===== src/rtl/riscv_m_pkg.sv =====
// Shared definitions for the iterative RV32M multiply/divide unit:
// funct3 decode values, FSM state encoding and default datapath width.
package riscv_m_pkg;
  localparam int XLEN_DEF = 32;
  localparam int CNT_W    = 6;

  localparam logic [2:0] F3_MUL    = 3'b000;
  localparam logic [2:0] F3_MULH   = 3'b001;
  localparam logic [2:0] F3_MULHSU = 3'b010;
  localparam logic [2:0] F3_MULHU  = 3'b011;
  localparam logic [2:0] F3_DIV    = 3'b100;
  localparam logic [2:0] F3_DIVU   = 3'b101;
  localparam logic [2:0] F3_REM    = 3'b110;
  localparam logic [2:0] F3_REMU   = 3'b111;

  typedef enum logic [1:0] {
    ST_IDLE = 2'd0,
    ST_CALC = 2'd1,
    ST_FIN  = 2'd2,
    ST_DONE = 2'd3
  } state_t;
endpackage


===== src/rtl/mdu_sign_prep.sv =====
// Operand magnitude and result-sign extraction for the multiply/divide unit.
// Purely combinational; signedness of each operand follows funct3.
module mdu_sign_prep
  import riscv_m_pkg::*;
#(
  parameter int XLEN = XLEN_DEF
) (
  input  logic [2:0]      i_funct3,
  input  logic [XLEN-1:0] i_a,
  input  logic [XLEN-1:0] i_b,
  output logic [XLEN-1:0] o_a_mag,
  output logic [XLEN-1:0] o_b_mag,
  output logic            o_neg_res,
  output logic            o_neg_rem
);
  logic w_a_signed, w_b_signed, w_a_neg, w_b_neg;

  assign w_a_signed = (i_funct3 == F3_MUL) || (i_funct3 == F3_MULH) ||
                      (i_funct3 == F3_MULHSU) || (i_funct3 == F3_DIV) ||
                      (i_funct3 == F3_REM);
  assign w_b_signed = (i_funct3 == F3_MUL) || (i_funct3 == F3_MULH) ||
                      (i_funct3 == F3_DIV) || (i_funct3 == F3_REM);

  assign w_a_neg = w_a_signed && i_a[XLEN-1];
  assign w_b_neg = w_b_signed && i_b[XLEN-1];

  // -(-2^(XLEN-1)) wraps to itself, which is the correct unsigned magnitude
  assign o_a_mag   = w_a_neg ? -i_a : i_a;
  assign o_b_mag   = w_b_neg ? -i_b : i_b;
  assign o_neg_res = w_a_neg ^ w_b_neg;
  assign o_neg_rem = w_a_neg;
endmodule


===== src/rtl/muldiv_unit.sv =====
// Iterative RV32M multiply/divide stage: shift-add multiply and restoring
// divide share one 2*XLEN accumulator; fixed latency for every operation.
module muldiv_unit
  import riscv_m_pkg::*;
#(
  parameter int XLEN = XLEN_DEF
) (
  input  logic            clk,
  input  logic            rst_n,
  input  logic            i_start,
  input  logic [2:0]      i_funct3,
  input  logic [XLEN-1:0] i_rs1_val,
  input  logic [XLEN-1:0] i_rs2_val,
  input  logic [4:0]      i_rd_in,
  output logic            o_busy,
  output logic            o_done,
  output logic [XLEN-1:0] o_result,
  output logic [4:0]      o_rd_out,
  output logic            o_rd_wd_en
);
  localparam logic [CNT_W-1:0] CNT_LAST = CNT_W'(XLEN);

  state_t              r_state, w_next;
  logic [2:0]          r_f3;
  logic [4:0]          r_rd;
  logic [XLEN-1:0]     r_a, r_b, r_bmag, r_result;
  logic [2*XLEN-1:0]   r_acc;
  logic [CNT_W-1:0]    r_cnt;
  logic                r_neg_res, r_neg_rem;

  logic [XLEN-1:0]     w_amag, w_bmag;
  logic                w_neg_res, w_neg_rem;
  logic                w_accept, w_is_div;
  logic [XLEN:0]       w_mul_sum, w_trial;
  logic [2*XLEN-1:0]   w_step, w_prod;
  logic [XLEN-1:0]     w_quot, w_rem, w_fin;
  logic                w_b_zero, w_ovf;

  mdu_sign_prep #(.XLEN(XLEN)) u_sign_prep (
    .i_funct3  (r_f3),
    .i_a       (r_a),
    .i_b       (r_b),
    .o_a_mag   (w_amag),
    .o_b_mag   (w_bmag),
    .o_neg_res (w_neg_res),
    .o_neg_rem (w_neg_rem)
  );

  assign w_accept = (r_state == ST_IDLE) && i_start;
  assign w_is_div = r_f3[2];

  // one iteration: multiply adds B into the high half and shifts right,
  // divide shifts the partial remainder left and keeps it if B fits
  assign w_mul_sum = {1'b0, r_acc[2*XLEN-1:XLEN]} + (r_acc[0] ? {1'b0, r_bmag} : '0);
  assign w_trial   = r_acc[2*XLEN-1:XLEN-1] - {1'b0, r_bmag};

  always_comb begin
    w_step = {w_mul_sum, r_acc[XLEN-1:1]};
    if (w_is_div) begin
      if (w_trial[XLEN]) w_step = {r_acc[2*XLEN-2:0], 1'b0};
      else               w_step = {w_trial[XLEN-1:0], r_acc[XLEN-2:0], 1'b1};
    end
  end

  assign w_prod   = r_neg_res ? -r_acc : r_acc;
  assign w_quot   = r_neg_res ? -r_acc[XLEN-1:0] : r_acc[XLEN-1:0];
  assign w_rem    = r_neg_rem ? -r_acc[2*XLEN-1:XLEN] : r_acc[2*XLEN-1:XLEN];
  assign w_b_zero = (r_b == '0);
  assign w_ovf    = (r_a == {1'b1, {(XLEN-1){1'b0}}}) && (&r_b) &&
                    ((r_f3 == F3_DIV) || (r_f3 == F3_REM));

  always_comb begin
    w_fin = '0;
    unique case (r_f3)
      F3_MUL:                      w_fin = w_prod[XLEN-1:0];
      F3_MULH, F3_MULHSU, F3_MULHU: w_fin = w_prod[2*XLEN-1:XLEN];
      F3_DIV, F3_DIVU: begin
        if (w_b_zero)   w_fin = {XLEN{1'b1}};
        else if (w_ovf) w_fin = r_a;
        else            w_fin = w_quot;
      end
      default: begin
        if (w_b_zero)   w_fin = r_a;
        else if (w_ovf) w_fin = '0;
        else            w_fin = w_rem;
      end
    endcase
  end

  always_ff @(posedge clk or negedge rst_n) begin
    if (!rst_n) r_state <= ST_IDLE;
    else        r_state <= w_next;
  end

  always_comb begin
    w_next = r_state;
    unique case (r_state)
      ST_IDLE: if (i_start) w_next = ST_CALC;
      ST_CALC: if (r_cnt == CNT_LAST) w_next = ST_FIN;
      ST_FIN:  w_next = ST_DONE;
      default: w_next = ST_IDLE;
    endcase
  end

  // CALC step 0 registers magnitudes from the latched operands, keeping the
  // sign-prep negators off the register-file read path; steps 1..XLEN iterate
  always_ff @(posedge clk or negedge rst_n) begin
    if (!rst_n) begin
      r_f3      <= '0;
      r_rd      <= '0;
      r_a       <= '0;
      r_b       <= '0;
      r_bmag    <= '0;
      r_acc     <= '0;
      r_cnt     <= '0;
      r_neg_res <= 1'b0;
      r_neg_rem <= 1'b0;
      r_result  <= '0;
    end else begin
      if (w_accept) begin
        r_f3  <= i_funct3;
        r_rd  <= i_rd_in;
        r_a   <= i_rs1_val;
        r_b   <= i_rs2_val;
        r_cnt <= '0;
      end else if (r_state == ST_CALC) begin
        r_cnt <= r_cnt + 1'b1;
        if (r_cnt == '0) begin
          r_acc     <= {{XLEN{1'b0}}, w_amag};
          r_bmag    <= w_bmag;
          r_neg_res <= w_neg_res;
          r_neg_rem <= w_neg_rem;
        end else begin
          r_acc <= w_step;
        end
      end else if (r_state == ST_FIN) begin
        r_result <= w_fin;
      end
    end
  end

  assign o_busy     = (r_state != ST_IDLE);
  assign o_done     = (r_state == ST_DONE);
  assign o_result   = r_result;
  assign o_rd_out   = r_rd;
  assign o_rd_wd_en = o_done && (r_rd != 5'd0);
endmodule


===== config.mk =====
export PLATFORM = sky130hd
export DESIGN_NAME = muldiv_unit
export DESIGN_NICKNAME = d
export VERILOG_FILES = /design/src/rtl/riscv_m_pkg.sv /design/src/rtl/mdu_sign_prep.sv /design/src/rtl/muldiv_unit.sv
export SDC_FILE = /design/constraint.sdc
export NUM_CORES = 1
export LEC_CHECK = 0
export CAP_MARGIN = 30
export CORE_MARGIN = 8
export CORE_UTILIZATION = 40
export CTS_CLUSTER_SIZE = 30
export DETAILED_ROUTE_END_ITERATION = 8
export GPL_TIMING_DRIVEN = 1
export MAX_ROUTING_LAYER = met4
export SETUP_SLACK_MARGIN = 0.05
export SLEW_MARGIN = 20
export SYNTH_ARGS = -nofsm -noshare
export SYNTH_HDL_FRONTEND = slang
export SYNTH_SLANG_ARGS = --single-unit

===== constraint.sdc =====
create_clock -name clk -period 10.4 [get_ports clk]
set_clock_uncertainty 0.15 [all_clocks]
set_input_delay 3.12 -clock clk [delete_from_list [all_inputs] [get_ports clk]]
set_output_delay 3.12 -clock clk [all_outputs]
set_load 0.02 [all_outputs]

==> metrics.cfg, run 1 <==
[sta]
tightest_slew_ns = 1.01
setup_violations = 0
fin_crit_sh = 0.529
finalHoldViolCount = 0
rsz0062_at_grt = no
max_slew_margin = 0.325
slew_violations = 0
min_period_ns = 5.50
max_freq_ghz = 0.182
final.setup.tns_ns = 0

[routing]
num_vias = 14800
top_layer = met4
wire_per_inst_um = 20.6
postRouteWirelength_um = 51900
wl_met1_um = 24000
drc = 0
wl_met3_um = 3470
routed-wl-met2_um = 22900
via_per_inst = 5.86
postRouteAntennaNets = 0
dr.pass1.iters = 5
first_iter_violations = 1323

[clock_network]
post_cts_resized = 0
insertion_delay_ns = 0.57
htree_levels = 1
root_buffer = clkbuf_16
cts_tree = yes
cts_buffers = 27
post_cts.repair.setup_buffers = 0
clock-sinks = 210
postCtsHoldBufs = 0
cts_buffer_depth = 3
clk_pin_slew_worst_paths_ns = 0.06

[placed_design]
hpwlAfterDp_um = 37800
gp_congestion = 0.910
place_area_um2 = 18000
port_buffers = 114

[global_route]
antenna_found_initial = 2
overflow = 0
grt_max_degree = 94
grt_pass1_wl_um = 82300
grt_pass1_vias = 14400
grt.total_usage = 0.219

[critical_path]
worstSetupStartpointType = flop
endpoint_kind = output port
r2r_cells = 14
r2r_start = r_acc[0]$_DFFE_PN0P_
arrival_ns = 2.23
r2r-end = r_acc[61]$_DFFE_PN0P_
path_max_fanout = 3
critPathKind = reg2out
worstPathRequired_ns = 7.13
r2r_slack_ns = 5.41

[cells_and_area]
drive_gt1_frac = 0.0914
final_area_um2 = 19000
final_util = 0.467
fillCellCount = 3895
fin_nets = 2122
area_growth_pct = 15.6

[synthesis]
synth-seq-cells = 210
syn_nets = 2076
syn-mean-instance-area_um2 = 8.53
yosysUniqueCellTypes = 73
synth-async-reset-ratio = 1.00
yosys_most_used_dff = dfrtp_1
netlist_area_um2 = 16400
synth_seq_area_share = 0.320
ys_warn_count = 0
syn_inst = 1924
synth-edff-count = 0

[power_and_ir_drop]
ir_worst_vdd_mv = 0.279
power_density_nw_per_um2 = 365
power.leakage_nw = 7.97
p_total_mw = 6.93

[run_status]
outcome = complete, no violations

[floorplan]
coreArea_um2 = 40600
die_height_um = 219
initial_core_util = 0.404
die_x_um = 219
io_pins = 115
die_area_um2 = 47800
rows = 74

[job]
cap_viol_max_count = 0

[hold_path]
holdPathStages = 2
whs_endpoint = r_neg_res$_DFFE_PN0P_
hold_start = r_neg_res$_DFFE_PN0P_
hold_class = reg2reg

[power by group]
part | leakage, nW | switching, mW | internal, mW
Clock | 0.460 | 0.387 | 0.608
Combinational | 4.91 | 2.40 | 1.77
Sequential | 2.60 | 0.575 | 1.19
[logic make-up (layout without fill, tap and decap cells)]
| group | Yosys count | in the layout | synth area share |
|---|---|---|---|
| xor gates and xnor gates | 208 | 208 | 0.111 |
| buffers and inverters | 191 | 258 | 0.0444 |
| AOI/OAI and AO/OA | 565 | 565 | 0.225 |
| other | 0 | 2 | 0 |
| muxes | 127 | 127 | 0.0833 |
| DFF | 210 | 210 | 0.320 |
| and+or+nand+nor | 546 | 546 | 0.157 |
| adders and majority gates | 77 | 77 | 0.0596 |
[per-stage QoR]
stage	instances	hold WS (ns)	worst slack [ns]
after global placement	2470	0.316	5.15
final	2525	0.330	4.90
after floorplan	1924	0.300	5.82
after detailed placement	2472	0.324	5.27
after CTS	2522	0.337	4.87
after global routing	2525	0.369	4.83
[layout by cell type, fill, tap and decap left out, types with 10 or more instances in the layout]
cell type and n:
clkdlybuf4s50_1 113, nand3_1 19, and3_1 13, mux2_2 73
nand4_1 19, o21bai_1 10, mux2i_1 53, ha_1 74
nor2_1 168, o31ai_1 27, inv_1 67, or4_1 15
xor2_1 62, o41ai_1 18, nand2b_1 14, a21oi_1 125
xnor2_1 146, clkbuf_16 27, nor3_1 22, or3_1 31
a211oi_1 39, nand2_1 180, a21o_1 36, o21ai_0 171
nor2b_1 11, a221o_1 12, a221oi_1 50, o221ai_1 17
buf_4 23, dfrtp_1 209
[worst max-delay path by stage]
| stage | from | end | slack [ns] | cells past startpoint |
|---|---|---|---|---|
| after detailed placement | i_start | r_a[8]$_DFFE_PN0P_ | 5.27 | 6 |
| after CTS | o_rd_out[0]$_DFFE_PN0P_ | o_rd_wd_en | 4.87 | 3 |
| after global routing | o_rd_out[0]$_DFFE_PN0P_ | o_rd_wd_en | 4.83 | 3 |
| final | o_rd_out[0]$_DFFE_PN0P_ | o_rd_wd_en | 4.90 | 3 |
| after global placement | i_start | r_a[13]$_DFFE_PN0P_ | 5.15 | 5 |
| after floorplan | i_start | o_rd_out[0]$_DFFE_PN0P_ | 5.82 | 5 |
[synthesized netlist by cell type, drive strengths merged (53+ instances only)]
cell / number / area share
a21oi: 125 / 0.038
clkbuf: 106 / 0.024
dfrtp: 210 / 0.32
ha: 75 / 0.057
inv: 68 / 0.016
mux2: 74 / 0.051
mux2i: 53 / 0.032
nand2: 181 / 0.041
nor2: 171 / 0.039
o21ai: 172 / 0.053
xnor2: 146 / 0.078
xor2: 62 / 0.033
[flip-flops by register name, indices dropped and copies added, names as in the netlist, 3 cells and up]
| signal | flops |
|---|---|
| o_rd_out | 5 |
| r_acc | 64 |
| o_result | 32 |
| r_a | 32 |
| r_cnt | 6 |
| r_bmag | 32 |
| r_f3 | 3 |
| r_b | 32 |
[layout make-up]
class	count	area, um^2	area share
Antenna cell	2	5.00	0.000264
Clock buffer	41	808	0.0426
Clock inverter	9	130	0.00685
Inverter	68	255	0.0134
Multi-Input combinational cell	1523	10500	0.552
Sequential cell	210	5260	0.277
Tap cell	532	666	0.0351
Timing Repair Buffer	140	1390	0.0732
[worst max-delay path: stages, from the launching register on]
cell and delay [ns]:
dfrtp_1 0.39, or4_1 0.56, o21a_1 0.19, clkdlybuf4s50_1 0.54
[layer usage]
metal  GRT usage  up-vias
li1            -     7095
met1       0.298     7113
met2       0.333      494
met3      0.0362       92
met4      0.0600        0
met5           -        -
No activity file was read; power rests on OpenSTA's default activity.
==> run 2: changes to the inputs <==
Clock period 10.4 ns to 4.9 ns, I/O delays scaled along.
==> metrics.cfg, run 2 (synthesis results as in run 1) <==
[clock_network]
insertion_delay_ns = 0.57  ; about the same
post_cts.repair.setup_buffers = 0  ; unchanged
postCtsHoldBufs = 0  ; unchanged
cts_tree = yes
clk_pin_slew_worst_paths_ns = 0.08  ; +0.02 ns
cts_buffers = 27  ; unchanged
cts_buffer_depth = 3  ; unchanged
htree_levels = 1  ; unchanged
post_cts_resized = 0  ; unchanged
clock-sinks = 210  ; unchanged
root_buffer = clkbuf_16

[sta]
rsz0062_at_grt = no
max_slew_margin = 0.361  ; +0.0356
final.setup.tns_ns = 0  ; unchanged
tightest_slew_ns = 0.958  ; -0.0507 ns
slew_violations = 0  ; unchanged
min_period_ns = 4.18
finalHoldViolCount = 0  ; unchanged
max_freq_ghz = 0.239
fin_crit_sh = 0.852
setup_violations = 0  ; unchanged

[power_and_ir_drop]
swShare = 0.488  ; +0.00355
seq_power_share = 0.253  ; -0.002
clkPwrFrac = 0.145  ; about the same
power_density_nw_per_um2 = 784  ; +110%
p_sw_mw = 7.33  ; +120%
ir_worst_vdd_mv = 0.649  ; +130%
power.leakage_nw = 8.06  ; +1.1%
pwr-share-comb = 0.602  ; about the same
internal_power_mw = 7.68  ; +120%

[global_route]
grtUsageMet1 = 0.319  ; +0.0212
top_usage_layer = met2
grt_max_degree = 97  ; +3.2%
antenna_found_initial = 2  ; unchanged
overflow = 0  ; unchanged
grt.met3_usage = 0.0382  ; +0.00194
met2_usage = 0.342  ; +0.00880
grt.total_usage = 0.231  ; +0.0125
grt_pass1_wl_um = 86500  ; +5.1%
grt_pass1_vias = 14900  ; +3.3%

[critical_path]
endpoint_kind = flop
worstSetupStartpointType = flop
path_max_fanout = 17  ; +14
worstPathRequired_ns = 5.15  ; -1.98 ns
arrival_ns = 4.43  ; +2.20 ns
critPathKind = reg2reg

[routing]
num_vias = 15200  ; +2.7%
postRouteAntennaNets = 0  ; unchanged
wire_per_inst_um = 21.5  ; +4.7%
first_iter_violations = 1294  ; -2.2%
postRouteWirelength_um = 54700  ; +5.4%
via_per_inst = 5.97  ; +2.0%
dr.pass1.iters = 6  ; +1
drc = 0  ; unchanged

[run_status]
outcome = complete, no violations

[placed_design]
hpwlAfterDp_um = 40400  ; +6.8%
port_buffers = 114  ; unchanged
place_area_um2 = 18200  ; +0.82%
gp_congestion = 0.959  ; +5.4%

[cells_and_area]
fin_nets = 2139  ; +0.80%
final_common_cell = dfrtp_1
top_register = r_acc
drive_gt1_frac = 0.101  ; +0.00968
largest_reg_flops = 64  ; unchanged
area_growth_pct = 16.6
final_area_um2 = 19100  ; +0.83%
final_cell_mix = 209 x dfrtp_1, 180 x nand2_1, 171 x o21ai_0, 168 x nor2_1, 146 x xnor2_1

[hold_path]
hold_class = reg2reg

[floorplan]
io_pins = 115  ; unchanged
die_area_um2 = 47800  ; unchanged
initial_core_util = 0.404  ; unchanged
rows = 74  ; unchanged
die_height_um = 219  ; unchanged
die_x_um = 219  ; unchanged
coreArea_um2 = 40600  ; unchanged

[job]
cap_viol_max_count = 0  ; unchanged

-- run 2: final cells by class --
| cell class | instances | area, um^2 |
|---|---|---|
| Antenna cell | 3 | 7.51 |
| Clock buffer | 34 | 742 |
| Clock inverter | 16 | 216 |
| Fill cell | 3956 | 21500 |
| Inverter | 68 | 255 |
| Multi-Input combinational cell | 1523 | 10500 |
| Sequential cell | 210 | 5260 |
| Tap cell | 532 | 666 |
| Timing Repair Buffer | 157 | 1520 |
-- run 2: path summary, 6_finish.rpt --
check,start,endpoint,slack (ns),depth (start not counted)
worst min-delay path,r_bmag[28]$_DFFE_PN0P_,r_bmag[28]$_DFFE_PN0P_,0.33,2
min in group asynchronous,rst_n,r_acc[11]$_DFFE_PN0P_,0.82,1
worst max register to register,r_acc[31]$_DFFE_PN0P_,r_acc[50]$_DFFE_PN0P_,0.72,14
worst max-delay path,r_acc[31]$_DFFE_PN0P_,r_acc[50]$_DFFE_PN0P_,0.72,14
worst min register to register,r_bmag[28]$_DFFE_PN0P_,r_bmag[28]$_DFFE_PN0P_,0.33,2
max in group asynchronous,rst_n,r_b[16]$_DFFE_PN0P_,2.84,2
-- run 2: critical path: stages, from the launching register on --
cell and delay (ns):
dfrtp_1 0.49, inv_1 0.09, ha_1 0.21, fa_1 0.41
nor2b_1 0.18, o31ai_1 0.10, a31oi_1 0.42, a211oi_1 0.25
o31ai_1 0.43, nand3_1 0.18, nand3_2 0.10, buf_4 0.27
mux2_2 0.37, mux2i_1 0.23, a21oi_1 0.10
-- run 2: through the flow --
stage	std cells	worst slack, ns	util	hold slack [ns]	power [mW]
floorplan	1924	1.09	-	0.300	9.91
global placement	2487	0.785	0.446	0.312	12.6
detailed placement	2489	0.834	0.447	0.322	12.7
CTS	2539	0.764	0.470	0.335	14.9
global route	2543	0.447	0.471	0.353	16.1
finish	2543	0.723	0.471	0.327	15.0
-- run 2: power groups by stage --
stage / clock [mW] / combinational (mW) / sequential (mW)
2_1_floorplan: 0 / 6.51 / 3.40
3_3_place_gp: 0 / 8.77 / 3.79
3_5_place_dp: 0 / 8.88 / 3.80
4_1_cts: 2.22 / 8.94 / 3.78
5_1_grt: 2.29 / 9.92 / 3.91
6_report: 2.18 / 9.04 / 3.79
-- run 2: layer usage --
metal	part of all wire	wire length (um)	up-vias
li1	-	-	7116
met5	0	0	-
met4	0.034	1870	0
met3	0.070	3830	117
met2	0.43	23800	587
met1	0.46	25200	7371
==> run 3: changes to the inputs <==
Settings changed: CAP_MARGIN 30 to not set.
Clock period 4.9 ns to 3.9 ns, I/O delays scaled along.
==> metrics.cfg, run 3 (synthesis results as in run 1) <==
[run_status]
outcome = complete, no violations

[cells_and_area]
final_util = 0.487  ; +0.0156
top_register = r_acc
area_growth_pct = 20.5
fin_nets = 2207  ; +3.2%
largest_reg_flops = 64  ; unchanged
fillCellCount = 3895  ; -1.5%
layout.cells.non_filler = 2607  ; +2.5%
final_cell_mix = 209 x dfrtp_1, 180 x nand2_1, 171 x o21ai_0, 168 x nor2_1, 146 x xnor2_1
final_area_um2 = 19800  ; +3.3%
drive_gt1_frac = 0.135  ; +0.0334
final_common_cell = dfrtp_1

[job]
cap_viol_max_count = 0  ; unchanged

[clock_network]
root_buffer = clkbuf_16
cts_buffers = 27  ; unchanged
insertion_delay_ns = 0.57  ; about the same
clk_pin_slew_worst_paths_ns = 0.06  ; -0.02 ns
clock-sinks = 210  ; unchanged
cts_tree = yes
cts_buffer_depth = 3  ; unchanged
htree_levels = 1  ; unchanged

[global_route]
grt_pass1_vias = 14900  ; +0.33%
antenna_found_initial = 2  ; unchanged
grt_pass1_wl_um = 87900  ; +1.6%
overflow = 0  ; unchanged
grt_max_degree = 85  ; -12%
grt.total_usage = 0.237  ; +0.00539

[floorplan]
rows = 74  ; unchanged
die_height_um = 219  ; unchanged
die_area_um2 = 47800  ; unchanged
die_x_um = 219  ; unchanged
coreArea_um2 = 40600  ; unchanged
initial_core_util = 0.404  ; unchanged
io_pins = 115  ; unchanged

[power_and_ir_drop]
internal_power_mw = 10.0  ; +31%
pwr-share-comb = 0.629  ; +0.027
clkPwrFrac = 0.136  ; -0.009
power_density_nw_per_um2 = 983  ; +25%
swShare = 0.484  ; -0.00453
p_total_mw = 19.4  ; +29%
ir_worst_vdd_mv = 0.658  ; +1.4%
p_sw_mw = 9.41  ; +28%
power.leakage_nw = 8.42  ; +4.5%
seq_power_share = 0.235  ; -0.018

[sta]
setup_slack_ns = 0.164  ; -0.560 ns
fin_crit_sh = 0.958  ; +0.106
setup_violations = 0  ; unchanged
tightest_slew_ns = 1.14  ; +0.185 ns
final.setup.tns_ns = 0  ; unchanged
slew_violations = 0  ; unchanged
min_period_ns = 3.74  ; -0.440 ns
finalHoldViolCount = 0  ; unchanged
rsz0062_at_grt = yes
max_slew_margin = 0.234  ; -0.127
max_freq_ghz = 0.268  ; +12%
hold_ws_ns = 0.325  ; -0.00186 ns

[placed_design]
place_area_um2 = 18700  ; +3.2%
gp_congestion = 0.957  ; -0.26%
dp.cells = 2557  ; +2.7%
pre_cts_ws_ns = 0.0833  ; -0.751 ns
port_buffers = 114  ; unchanged
hpwlAfterDp_um = 42300  ; +4.6%

[critical_path]
cp_num_buf_inv = 0  ; -2
r2r_slack_ns = 0.16  ; -0.56 ns
endpoint_kind = flop
critPathKind = reg2reg
path_cells = or4_4, or3_4, or2_4, or3_4, or4_4, o21ai_2, xnor2_1, a222oi_1, nor2_1, mux2_4
cpMaxStageDelayCell = or4_4
path_delay_family = simple AND/OR/NAND/NOR gates
worstPathRequired_ns = 4.20  ; -0.95 ns
worstSetupStartpointType = flop
cp_slowest_stage_delay_ns = 0.58  ; +0.09 ns
arrival_ns = 4.03  ; -0.40 ns
path_max_fanout = 8  ; -9

[routing]
wire_per_inst_um = 21.6  ; +0.38%
drc = 0  ; unchanged
num_vias = 15300  ; +0.80%
postRouteAntennaNets = 0  ; unchanged
first_iter_violations = 1225  ; -5.3%
dr.pass1.iters = 6  ; unchanged
postRouteWirelength_um = 56300  ; +2.9%
via_per_inst = 5.87  ; -1.7%

[hold_path]
hold_class = reg2reg

==> run 3: metal layers <==
metal / wire (um) / global-route usage / share of wire
met2: 24800 / 0.354 / 0.44
met1: 25700 / 0.323 / 0.46
met4: 1790 / 0.0752 / 0.032
met5: 0 / - / 0
met3: 4010 / 0.0413 / 0.071
==> run 3: area by class of cell <==
class / instances / area [um^2] / area share
Clock buffer: 36 / 749 / 0.0379
Clock inverter: 12 / 170 / 0.00860
Tap cell: 532 / 666 / 0.0337
Multi-Input combinational cell: 1523 / 10600 / 0.535
Inverter: 68 / 255 / 0.0129
Timing Repair Buffer: 225 / 2090 / 0.106
Antenna cell: 1 / 2.50 / 0.000127
Sequential cell: 210 / 5260 / 0.266
==> run 3: path summary, 6_finish.rpt <==
| check | endpoint | cells past startpoint | from |
|---|---|---|---|
| max reg2reg | o_result[31]$_DFFE_PN0P_ | 10 | r_acc[37]$_DFFE_PN0P_ |
| max | o_result[31]$_DFFE_PN0P_ | 10 | r_acc[37]$_DFFE_PN0P_ |
| min in group asynchronous | r_acc[13]$_DFFE_PN0P_ | 1 | rst_n |
| min | r_bmag[20]$_DFFE_PN0P_ | 2 | r_bmag[20]$_DFFE_PN0P_ |
| max in group asynchronous | r_bmag[12]$_DFFE_PN0P_ | 2 | rst_n |
| min reg2reg | r_bmag[20]$_DFFE_PN0P_ | 2 | r_bmag[20]$_DFFE_PN0P_ |
==> run 3: worst register-to-register path, cell delays in order, from the launching register on <==
cell and delay, ns:
dfrtp_1 0.50, or4_4 0.58, or3_4 0.36, or2_4 0.27, or3_4 0.36, or4_4 0.50
o21ai_2 0.14, xnor2_1 0.08, a222oi_1 0.35, nor2_1 0.08, mux2_4 0.26
==> run 3: repair_timing <==
action | in CTS | in global routing
hold buffers | 0 | 0
endpoints found under the setup margin | 0 | 34
gates resized for setup | 0 | 20
buffers inserted | 0 | 1
==> run 3: power groups by stage <==
| stage | logic (mW) | registers, mW | clock network [mW] |
|---|---|---|---|
| 2_1_floorplan | 8.18 | 4.27 | 0 |
| 3_3_place_gp | 11.9 | 4.54 | 0 |
| 3_5_place_dp | 12.0 | 4.58 | 0 |
| 4_1_cts | 12.1 | 4.54 | 2.70 |
| 5_1_grt | 13.3 | 4.72 | 2.79 |
| 6_report | 12.2 | 4.57 | 2.64 |
